[config.mk]
export PLATFORM = sky130hd
export DESIGN_NAME = multiplier_binary
export DESIGN_NICKNAME = d
export VERILOG_FILES = /design/src/rtl/multiplier_binary.sv
export SDC_FILE = /design/constraint.sdc
export NUM_CORES = 1
export LEC_CHECK = 0
export BUFFER_PORTS_ARGS = -buffer_cell sky130_fd_sc_hd__buf_2
export CAP_MARGIN = 20
export CORE_MARGIN = 1
export CORE_UTILIZATION = 57
export DETAILED_ROUTE_END_ITERATION = 8
export PLACE_DENSITY_LB_ADDON = 0.12
export SYNTH_ARGS = -nofsm -noshare
export SYNTH_HDL_FRONTEND = slang
export SYNTH_SLANG_ARGS = --single-unit
[constraint.sdc]
create_clock -name clock -period 3.74 [get_ports clock]
set_clock_uncertainty 0.1 [all_clocks]
set_input_delay 0.561 -clock clock [delete_from_list [all_inputs] [get_ports clock]]
set_output_delay 0.561 -clock clock [all_outputs]
set_load 0.05 [all_outputs]
[src/rtl/multiplier_binary.sv]
// Sequential shift-and-add unsigned multiplier with a Start/Ready handshake.
// One add or one shift per clock; a run takes 2*dp_width clocks.
module multiplier_binary #(
    parameter int unsigned dp_width = 5
) (
    input  logic                    Start,
    input  logic                    reset_b,
    input  logic                    clock,
    input  logic [dp_width-1:0]     Multiplicand,
    input  logic [dp_width-1:0]     Multiplier,
    output logic [2*dp_width-1:0]   Product,
    output logic                    Ready
);

    localparam int unsigned CW = $clog2(dp_width + 1);

    typedef enum logic [1:0] {
        S_idle  = 2'b00,
        S_add   = 2'b01,
        S_shift = 2'b10
    } state_t;

    state_t state, next_state;

    logic [dp_width-1:0] B;
    logic [dp_width-1:0] A;
    logic [dp_width-1:0] Q;
    logic                C;
    logic [CW-1:0]       P;

    // State register
    always_ff @(posedge clock or negedge reset_b) begin
        if (!reset_b) begin
            state <= S_idle;
        end else begin
            state <= next_state;
        end
    end

    // Next-state decode; the unused encoding falls back to idle
    always_comb begin
        next_state = S_idle;
        case (state)
            S_idle:  next_state = Start ? S_add : S_idle;
            S_add:   next_state = S_shift;
            S_shift: next_state = (P == CW'(0)) ? S_idle : S_add;
            default: next_state = S_idle;
        endcase
    end

    // Datapath: operand capture, conditional add, and the combined {C,A,Q} shift
    always_ff @(posedge clock or negedge reset_b) begin
        if (!reset_b) begin
            B <= '0;
            A <= '0;
            Q <= '0;
            C <= 1'b0;
            P <= '0;
        end else begin
            case (state)
                S_idle: begin
                    if (Start) begin
                        B <= Multiplicand;
                        Q <= Multiplier;
                        A <= '0;
                        C <= 1'b0;
                        P <= CW'(dp_width);
                    end
                end
                S_add: begin
                    P <= P - CW'(1);
                    if (Q[0]) begin
                        {C, A} <= {1'b0, A} + {1'b0, B};
                    end
                end
                S_shift: begin
                    {C, A, Q} <= {1'b0, C, A, Q[dp_width-1:1]};
                end
                default: begin
                end
            endcase
        end
    end

    assign Product = {A, Q};
    assign Ready   = (state == S_idle);

endmodule

; Word level (Yosys, flattened, before mapping)
; Index checks and enable logic that the tools add are counted.
[op_classes]
n_eq_ne = 4
n_mux = 13
add_sub_neg = 2
reduce_logical = 9
[ops]
columns = op, n
row1 = $mux 5, 3
row2 = $pmux 5 s3, 1
row3 = $pmux 5 s2, 1
row4 = $add 5x5->6, 1
row5 = $pmux 2 s3, 1
row6 = $pmux 3 s2, 1
row7 = $reduce_and 2->1, 3
row8 = $mux 1, 4
row9 = $ne 2x2->1 const B, 2
row10 = $reduce_bool 2->1, 2
row11 = $logic_not 3->1, 1
row12 = $mux 3, 1
row13 = $pmux 1 s3, 1
row14 = $reduce_and 3->1, 1
row15 = $reduce_bool 3->1, 1
row16 = $sub 3x1->3 const B, 1
row17 = $eq 2x1->1 const B, 1
row18 = $eq 2x2->1 const B, 1
row19 = $logic_not 2->1, 1
[totals]
register_bits = 21

; Logic depth before layout (Yosys ltp)
; Gate-level depths: netlist of run 1.
[depth]
ltp_word = 3
ltp_mapped = 8

; Least setup slack after synthesis of run 1
; OpenSTA, ideal clock, no wires.
[synth_timing]
kind = reg2reg
startpoint = register state[0]
endpoint = register B[0]
setup_slack_ns = 1.727
setup_ns = 0.125
arrival_time_ns = 1.788
required_ns = 3.515
stages_incl_launch_ff = 6
path_buffers = 1
path_cell_list = dfrtp_1 -> inv_1 -> ha_1 -> and2_1 -> buf_2 -> mux2_2
[synth_via]
elab_chain_cells = 2
[synth_rtl]
columns = item, line_no
row1 = start: declaration, 23  ; state_t state, next_state;
row2 = start signal: assignment, 34  ; state <= S_idle;
row3 = start signal: assignment, 36  ; state <= next_state;
row4 = $logic_not 2->1, -
row5 = via Ready, 12  ; output logic Ready
row6 = $reduce_and 2->1 (no source line), -
row7 = end signal: assignment, 63  ; B <= Multiplicand;
row8 = end: declaration, 25  ; logic [dp_width-1:0] B;
; The timed path passes the listed nets, and every way through them passes these cells.
; A chain may end at the register's enable or synchronous reset.

; Worst setup path in the final report of run 1
[layout_timing]
startpoint = register state[0]
endpoint = output port Ready
[layout_via]
elab_chain_cells = 1
[layout_rtl]
columns = item, line_no
row1 = $logic_not 2->1, 86  ; assign Ready = (state == S_idle);
row2 = end: declaration, 12
; Every way passes these cells.

==> results of run 1 <==
==> layout by cell type (no fill, tap or decap), drive strengths merged <==
cell type and n:
a22oi 5, mux2i 1, and2 2, and3 1, ha 11, nand3b 1, inv 6, xor2 1
mux2 5, nor2 3, fa 1, nand3 4, dfrtp 21, a22o 2, and2b 3, a21bo 1
or4b 1, buf 23, a221o 1, nor2b 4, o21ai 11, a21oi 11, nand2 11, clkbuf 4
nor3b 1, or3 1, nor3 1, a32oi 2, nand2b 1
==> sequential cells by signal, summed over array words and instances (netlist names) <==
signal / cells
B: 5
P: 3
state: 2
A: 5
C: 1
Q: 5
==> final cells by class <==
class	instances	area share
Inverter	6	0.0167
Sequential cell	21	0.389
Multi-Input combinational cell	86	0.465
Tap cell	27	0.0250
Clock buffer	4	0.0194
Timing Repair Buffer	23	0.0852
==> critical path, cell delays in order (launching register included) <==
cell     delay [ps]
dfrtp_1         420
inv_1            90
ha_1            370
buf_2           330
==> metal layers <==
| metal | routed length (µm) | vias up | track usage |
|---|---|---|---|
| met5 | 0 | - | 0 |
| met4 | 12 | 0 | 0.100 |
| met3 | 106 | 2 | 0.0340 |
| met2 | 1140 | 31 | 0.381 |
| met1 | 1050 | 457 | 0.312 |
| li1 | - | 464 | - |
==> where the power goes <==
part           switching, mW  total, mW  internal (mW)
Sequential            0.0862      0.410          0.324
Combinational          0.482      0.756          0.275
Clock                 0.0659      0.108         0.0416
==> path summary, 6_finish.rpt <==
kind / startpoint / to / slack [ps] / cells after the start
worst max-delay path: state[0]$_DFF_PN0_ / Ready / 1570 / 3
worst min-delay path: reset_b / Q[2]$_DFFE_PN0P_ / 90 / 1
worst max register to register: state[0]$_DFF_PN0_ / B[3]$_DFFE_PN0P_ / 1760 / 4
worst min register to register: P[1]$_DFFE_PN0P_ / P[1]$_DFFE_PN0P_ / 390 / 2
max in group asynchronous: reset_b / P[1]$_DFFE_PN0P_ / 3130 / 1
min in group clock: Multiplicand[1] / B[1]$_DFFE_PN0P_ / 380 / 2
==> cell families (layout without fill, tap and decap cells) <==
group | Yosys count | count (layout)
AND/OR/NAND/NOR | 34 | 34
buffers and inverters | 10 | 33
XOR/XNOR | 1 | 1
multiplexers | 6 | 6
adder cells (fa/ha/maj) | 12 | 12
flip-flops | 21 | 21
AO/OA/AOI/OAI | 33 | 33
==> per-stage QoR <==
stage,worst slack (ps),instances
floorplan,1730,117
global placement,1880,163
detailed placement,1820,163
CTS,1580,167
global route,1520,167
finish,1570,167
==> run_results.csv, run 1 <==
group,metric,value,unit
place,dp_hpwl,1650,µm
grt,antenna_found_initial,0,
power,cellLeakagePower,0.671,nW
yosys,synth_edf_count,0,
yosys,synth-adder-area-share,0.131,
timing,rsz0062_at_grt,"false",
final_layout,drive_gt1_frac,0.250,
yosys,synth_ff_type,"dfrtp_1",
critical_path,start_kind,"flop",
critical_path,end_kind,"output pin",
yosys,yosys_warnings,0,
clock_network,clock-sinks,21,
die,die_area,2310,µm²
grt,grt_overflow,0,
min_path,hold_path_class,"in2async",
clock_network,clk_latency,300,ps
die,die_x,48.0,µm
timing,fmax,461,MHz
run_status,outcome,"finished, final reports clean",
timing,holdWs,87.9,ps
clock_network,cts_made_buffers,3,
clock_network,path_clk_slew,110,ps
drt,drtAntennaViolNets,0,
timing,setup_violations,0,
final_layout,area_growth,11.9,%
timing,post-route-min-period,2170,ps
power,p_per_area,942,nW/µm²
timing,fin_tns_setup,0,ps
critical_path,cp.required,3080,ps
die,core,1980,µm²
clock_network,cts_tree,"built",
yosys,synth_top_area_share,0.435,
drt,dr.pass1.iters,4,
final_layout,nets,166,
timing,post-route-period-util,0.580,
final_layout,fillers,149,
clock_network,post_cts_resized,0,
clock_network,htreeDepth,1,
timing,slew-limit-headroom,0.662,
clock_network,cts_max_path_buffers,2,
die,pin_count,24,
yosys,synthSimpleGateAreaFrac,0.159,
yosys,ys_seq_area_frac,0.435,
critical_path,crit_arrival,1510,ps
final_layout,diodes,0,
yosys,yosysTopAreaCell,"dfrtp_1",
yosys,synth_common_cells,"dfrtp_1, a21oi_1, ha_1, nand2_1, o21ai_0",
yosys,yosysUniqueCellTypes,34,
clock_network,cts_hold_buf,0,
yosys,syn_area,1210,µm²
grt,grtUsageTotal,0.235,
grt,grt_pass1_wl,3630,µm
run,maxCapViolCount,0,
place,globalplace.congestion,0.763,
yosys,synth_top_family_by_area,"compound AO/OA/AOI/OAI gates",
yosys,synth_xor_area_frac,0.00725,
yosys,synth_compound_area_frac,0.169,
timing,finalMaxSlewViolations,0,
yosys,synth-seq-cells,21,
drt,routed_via_density,5.71,
final_layout,fin_util,0.682,
place,dpl-instance-area,1330,µm²
drt,drc,0,
die,die_h,48.0,µm
timing,final_hold_viol_count,0,
power,power.total,1.27,mW
place,io_buffer_count,23,
die,initial_utilization,0.609,
critical_path,worstSetupPathType,"reg2out",
yosys,syn_inst,117,
yosys,async_flop_share,1.00,
drt,vias,954,
final_layout,final_area,1350,µm²
grt,grt_max_degree,22,
grt,grt_pass1_vias,848,
drt,totalWireLength,2310,µm
yosys,avgSynthCellArea,10.3,µm²
final_layout,register_area,526,µm²
die,core.rowCount,16,
critical_path,worstPathMaxFanout,10,
drt,wl_per_cell,13.8,µm
clock_network,cts_setup_buffers,0,
clock_network,clockRootBuffer,"clkbuf_4",
timing,worst_pin_slew,507,ps
yosys,synth_nets,142,
power,peakVddDrop,0.571,mV
yosys,yosysMostFrequentCell,"dfrtp_1",
final_layout,multi_input_area,628,µm²
yosys,synth_area_leaders,"dfrtp_1, ha_1, mux2_2",
yosys,muxShareOfSynthArea,0.0549,
drt,drt-initial-drc-count,15,
Power figures use the tool's default switching activity.
==> inputs of run 2 (changes only) <==
CORE_UTILIZATION = 53   (was 57)
clock period = 2.2 ns   (was 3.74 ns; I/O delays follow)
==> run_results.csv, run 2 (synthesis gave the netlist of run 1 again) <==
group,metric,value,unit
clock_network,cts_made_buffers,3,
timing,setup_violations,0,
place,globalplace.congestion,0.894,
critical_path,crit_arrival,2120,ps
drt,dr.pass1.iters,4,
min_path,min_from,"Multiplicand[3]",
critical_path,reg2reg_depth,6,
timing,rsz0062_at_grt,"false",
power,p_per_area,1600,nW/µm²
timing,post-route-min-period,1980,ps
final_layout,fillers,179,
critical_path,worstPathMaxFanout,10,
power,power.total,2.19,mW
clock_network,clock-sinks,21,
grt,grt_pass1_vias,914,
die,core,2040,µm²
drt,routed_via_density,5.63,
place,dp_hpwl,1740,µm
min_path,hold_path_class,"in2reg",
final_layout,drive_gt1_frac,0.255,
grt,grt_pass1_wl,4160,µm
run_status,outcome,"finished, final reports clean",
final_layout,fin_util,0.667,
place,io_buffer_count,23,
clock_network,cts_max_path_buffers,2,
clock_network,cts_hold_buf,1,
timing,fin_tns_setup,0,ps
drt,drt-initial-drc-count,16,
drt,drc,0,
drt,vias,945,
critical_path,reg2reg_slack,220,ps
critical_path,cpLargestDelayFamily,"simple AND/OR/NAND/NOR gates",
critical_path,end_kind,"flop",
power,cellLeakagePower,0.678,nW
critical_path,cp_cell_sequence,"inv_1 > ha_1 > and2b_4 > or3_1 > mux2i_1 > a21oi_1",
timing,fmax,505,MHz
die,initial_utilization,0.591,
min_path,whs_path_depth,2,
drt,wl_per_cell,14.0,µm
final_layout,final_common_cell,"buf_2",
drt,drtAntennaViolNets,0,
timing,worst_pin_slew,485,ps
final_layout,diodes,0,
critical_path,cp.required,2330,ps
power,peakVddDrop,1.17,mV
die,die_x,49.7,µm
grt,grt_overflow,0,
clock_network,post_cts_resized,0,
critical_path,start_kind,"flop",
final_layout,reg.largest.list,"A: 5 flops, B: 5 flops, Q: 5 flops",
min_path,holdPathEnd,"B[3]$_DFFE_PN0P_",
die,die_area,2470,µm²
timing,finalMaxSlewViolations,0,
clock_network,path_clk_slew,120,ps
critical_path,slowest_stage,"or3_1",
clock_network,cts_tree,"built",
clock_network,cts_setup_buffers,0,
grt,antenna_found_initial,0,
final_layout,mostFrequentLayoutCells,"buf_2, dfrtp_1, a21oi_1, nand2_1, ha_1",
final_layout,area_growth,12.9,%
clock_network,clockRootBuffer,"clkbuf_4",
critical_path,worstSetupPathType,"reg2reg",
drt,totalWireLength,2360,µm
run,maxCapViolCount,0,
grt,grtUsageTotal,0.226,
die,die_h,49.7,µm
timing,final_hold_viol_count,0,
die,core.rowCount,16,
clock_network,clk_latency,310,ps
clock_network,htreeDepth,1,
final_layout,register_area,526,µm²
die,pin_count,24,
final_layout,multi_input_area,628,µm²
timing,post-route-period-util,0.901,
critical_path,reg2reg_from,"state[0]$_DFF_PN0_",
critical_path,r2r-end,"A[4]$_DFFE_PN0P_",
grt,grt_max_degree,22,
critical_path,cpPeakStageDelay,440,ps
timing,slew-limit-headroom,0.676,
final_layout,nets,167,
critical_path,cp.buffers_inverters,1,
## run 2: cell count changes in the layout (fill, tap and decap cells not counted)
cell	delta
clkbuf_1	-1
clkinv_2	+1
dlygate4sd3_1	+1
## run 2: cell type report
class / count / area share
Clock inverter: 1 / 0.00367
Multi-Input combinational cell: 86 / 0.461
Timing Repair Buffer: 24 / 0.0918
Inverter: 6 / 0.0165
Tap cell: 27 / 0.0248
Sequential cell: 21 / 0.386
Clock buffer: 3 / 0.0165
## run 2: report_power, final
group / total, mW / internal (mW) / switching [mW]
clock network: 0.195 / 0.0680 / 0.127
logic: 1.29 / 0.466 / 0.828
registers: 0.697 / 0.550 / 0.147
## run 2: metal layers
layer	part of all wire	routed length (µm)	GRT usage
met1	0.48	1140	0.305
met2	0.44	1040	0.354
met3	0.050	117	0.0309
met4	0.026	61	0.114
met5	0	0	0
## run 2: worst register-to-register path: cells and delay by family (launching register included)
kind            cells  cell delay [ps]
simple gates        2              680
flops               1              410
fa+ha+maj           1              300
mux                 1              170
compound gates      1              170
buf+inv             1               70
## run 2: how the worst max path moves through the flow
stage | startpoint | to | slack [ps] | depth (start not counted)
final | state[0]$_DFF_PN0_ | A[4]$_DFFE_PN0P_ | 220 | 6
after CTS | state[0]$_DFF_PN0_ | A[4]$_DFFE_PN0P_ | 260 | 6
after global placement | state[0]$_DFF_PN0_ | B[1]$_DFFE_PN0P_ | 340 | 4
after global routing | state[0]$_DFF_PN0_ | A[4]$_DFFE_PN0P_ | 140 | 6
after floorplan | state[0]$_DFF_PN0_ | B[0]$_DFFE_PN0P_ | 190 | 5
after detailed placement | state[0]$_DFF_PN0_ | A[4]$_DFFE_PN0P_ | 280 | 6
## run 2: metrics by stage
step / worst slack (ps) / area (µm²) / cells / hold WS, ps
2_1_floorplan: 187 / 1210 / 117 / -65.6
3_3_place_gp: 344 / 1330 / 163 / 204
3_5_place_dp: 285 / 1330 / 163 / 212
4_1_cts: 263 / 1360 / 168 / 133
5_1_grt: 137 / 1360 / 168 / 126
6_report: 218 / 1360 / 168 / 136
==> inputs of run 3 (changes only) <==
--- a/config.mk
+++ b/config.mk
@@ -12,3 +12,4 @@
 export DETAILED_ROUTE_END_ITERATION = 8
-export PLACE_DENSITY_LB_ADDON = 0.12
+export PLACE_DENSITY = 0.84
+export SLEW_MARGIN = 20
 export SYNTH_ARGS = -nofsm -noshare
--- a/constraint.sdc
+++ b/constraint.sdc
@@ -4,2 +4,2 @@
 set_output_delay 0.33 -clock clock [all_outputs]
-set_load 0.05 [all_outputs]
+set_load 0.02 [all_outputs]
==> run_results.csv, run 3 (synthesis gave the netlist of run 1 again) <==
group,metric,value,unit
grt,grt_max_degree,22,
run,maxCapViolCount,0,
final_layout,fin_util,0.667,
final_layout,mostFrequentLayoutCells,"buf_2, dfrtp_1, a21oi_1, nand2_1, ha_1",
clock_network,path_clk_slew,120,ps
die,pin_count,24,
clock_network,htreeDepth,1,
grt,grt_overflow,0,
timing,finalMaxSlewViolations,0,
drt,drtAntennaViolNets,0,
clock_network,post_cts_resized,0,
die,die_area,2470,µm²
clock_network,cts_max_path_buffers,2,
power,p_seq_frac,0.348,
place,dp_hpwl,1850,µm
final_layout,final_cell_count_no_fill,168,
critical_path,slowest_stage,"and2_1",
critical_path,path_depth,4,
timing,post-route-period-util,0.890,
final_layout,reg.largest.list,"A: 5 flops, B: 5 flops, Q: 5 flops",
power,internal_power,1.09,mW
die,core,2040,µm²
drt,vias,953,
timing,rsz0062_at_grt,"false",
clock_network,clk_latency,300,ps
clock_network,clock-sinks,21,
min_path,hold_path_class,"in2reg",
critical_path,end_kind,"flop",
power,p_sw,0.912,mW
final_layout,diodes,0,
run_status,outcome,"finished, final reports clean",
timing,fin_tns_setup,0,ps
critical_path,start_kind,"flop",
place,io_buffer_count,23,
place,place_inst,163,
clock_network,cts_made_buffers,3,
place,globalplace.congestion,0.879,
critical_path,cp-startpoint,"state[0]$_DFF_PN0_",
final_layout,drive_gt1_frac,0.248,
critical_path,cpPeakStageDelay,490,ps
die,core.rowCount,16,
place,dp_slack,283,ps
critical_path,reg2reg_from,"state[0]$_DFF_PN0_",
critical_path,r2r-end,"B[1]$_DFFE_PN0P_",
drt,drc,0,
power,power_frac_comb,0.560,
final_layout,final_common_cell,"buf_2",
drt,dr.pass1.iters,4,
critical_path,cp.required,2290,ps
drt,totalWireLength,2470,µm
power,power.total,2.00,mW
power,peakVddDrop,0.855,mV
timing,slew-limit-headroom,0.675,
timing,worst_slack,243,ps
critical_path,cp.buffers_inverters,1,
critical_path,worstPathMaxFanout,11,
timing,worst_pin_slew,487,ps
critical_path,cp-endpoint,"B[1]$_DFFE_PN0P_",
drt,drt-initial-drc-count,19,
timing,post-route-min-period,1960,ps
timing,fmax,511,MHz
timing,setup_violations,0,
min_path,min_from,"Multiplicand[0]",
critical_path,reg2reg_slack,240,ps
final_layout,nets,167,
power,cellLeakagePower,0.675,nW
min_path,whs_path_depth,2,
timing,final_hold_viol_count,0,
die,initial_utilization,0.591,
critical_path,crit_arrival,2050,ps
drt,routed_via_density,5.67,
grt,grt_pass1_vias,986,
final_layout,area_growth,12.7,%
grt,grtUsageTotal,0.224,
die,die_x,49.7,µm
power,p_per_area,1470,nW/µm²
grt,antenna_found_initial,0,
grt,grt_pass1_wl,4160,µm
critical_path,cpLargestDelayFamily,"simple AND/OR/NAND/NOR gates",
critical_path,cp_cell_sequence,"inv_1 > ha_1 > and2_1 > mux2_2",
power,p_sw_frac,0.455,
die,die_h,49.7,µm
clock_network,cts_tree,"built",
power,power_frac_clock,0.092,
drt,wl_per_cell,14.7,µm
critical_path,reg2reg_depth,4,
clock_network,clockRootBuffer,"clkbuf_4",
critical_path,worstSetupPathType,"reg2reg",
[run 3: cell type report]
cell class | count | area [µm²]
fillers | 167 | 681
multi-input cells | 86 | 628
flip-flops and latches | 21 | 526
repair buffers | 24 | 125
well taps | 27 | 33.8
clock buffers | 4 | 26.3
inverters | 6 | 22.5
[run 3: timing repair]
item | CTS | global route
endpoints found under the hold margin | 21 | 0
hold buffers | 1 | 0
setup buffers | 0 | 0
[run 3: worst min-delay path by stage]
stage,end,slack [ps]
after global placement,Q[0]$_DFFE_PN0P_,200
after global routing,B[0]$_DFFE_PN0P_,140
after CTS,B[4]$_DFFE_PN0P_,140
final,B[0]$_DFFE_PN0P_,150
after floorplan,A[0]$_DFFE_PN0P_,-70
after detailed placement,Q[1]$_DFFE_PN0P_,210
[run 3: power groups by stage]
stage               clock, mW  combinational [mW]  sequential [mW]
finish                  0.185                1.12            0.697
global route            0.211                1.25            0.720
CTS                     0.193                1.12            0.696
detailed placement          0                1.11            0.707
global placement            0                1.05            0.690
floorplan                   0               0.787            0.764
[run 3: layer usage]
| metal | up-vias | global-route usage | part of all wire |
|---|---|---|---|
| met4 | 0 | 0.105 | 0.017 |
| met1 | 457 | 0.276 | 0.46 |
| met5 | - | 0 | 0 |
| li1 | 465 | - | - |
| met3 | 6 | 0.0216 | 0.031 |
| met2 | 25 | 0.390 | 0.50 |
[run 3: per-stage QoR]
step,area [µm²],hold slack [ps]
2_1_floorplan,1210,-65.6
3_3_place_gp,1330,202
3_5_place_dp,1330,210
4_1_cts,1360,144
5_1_grt,1360,139
6_report,1360,147
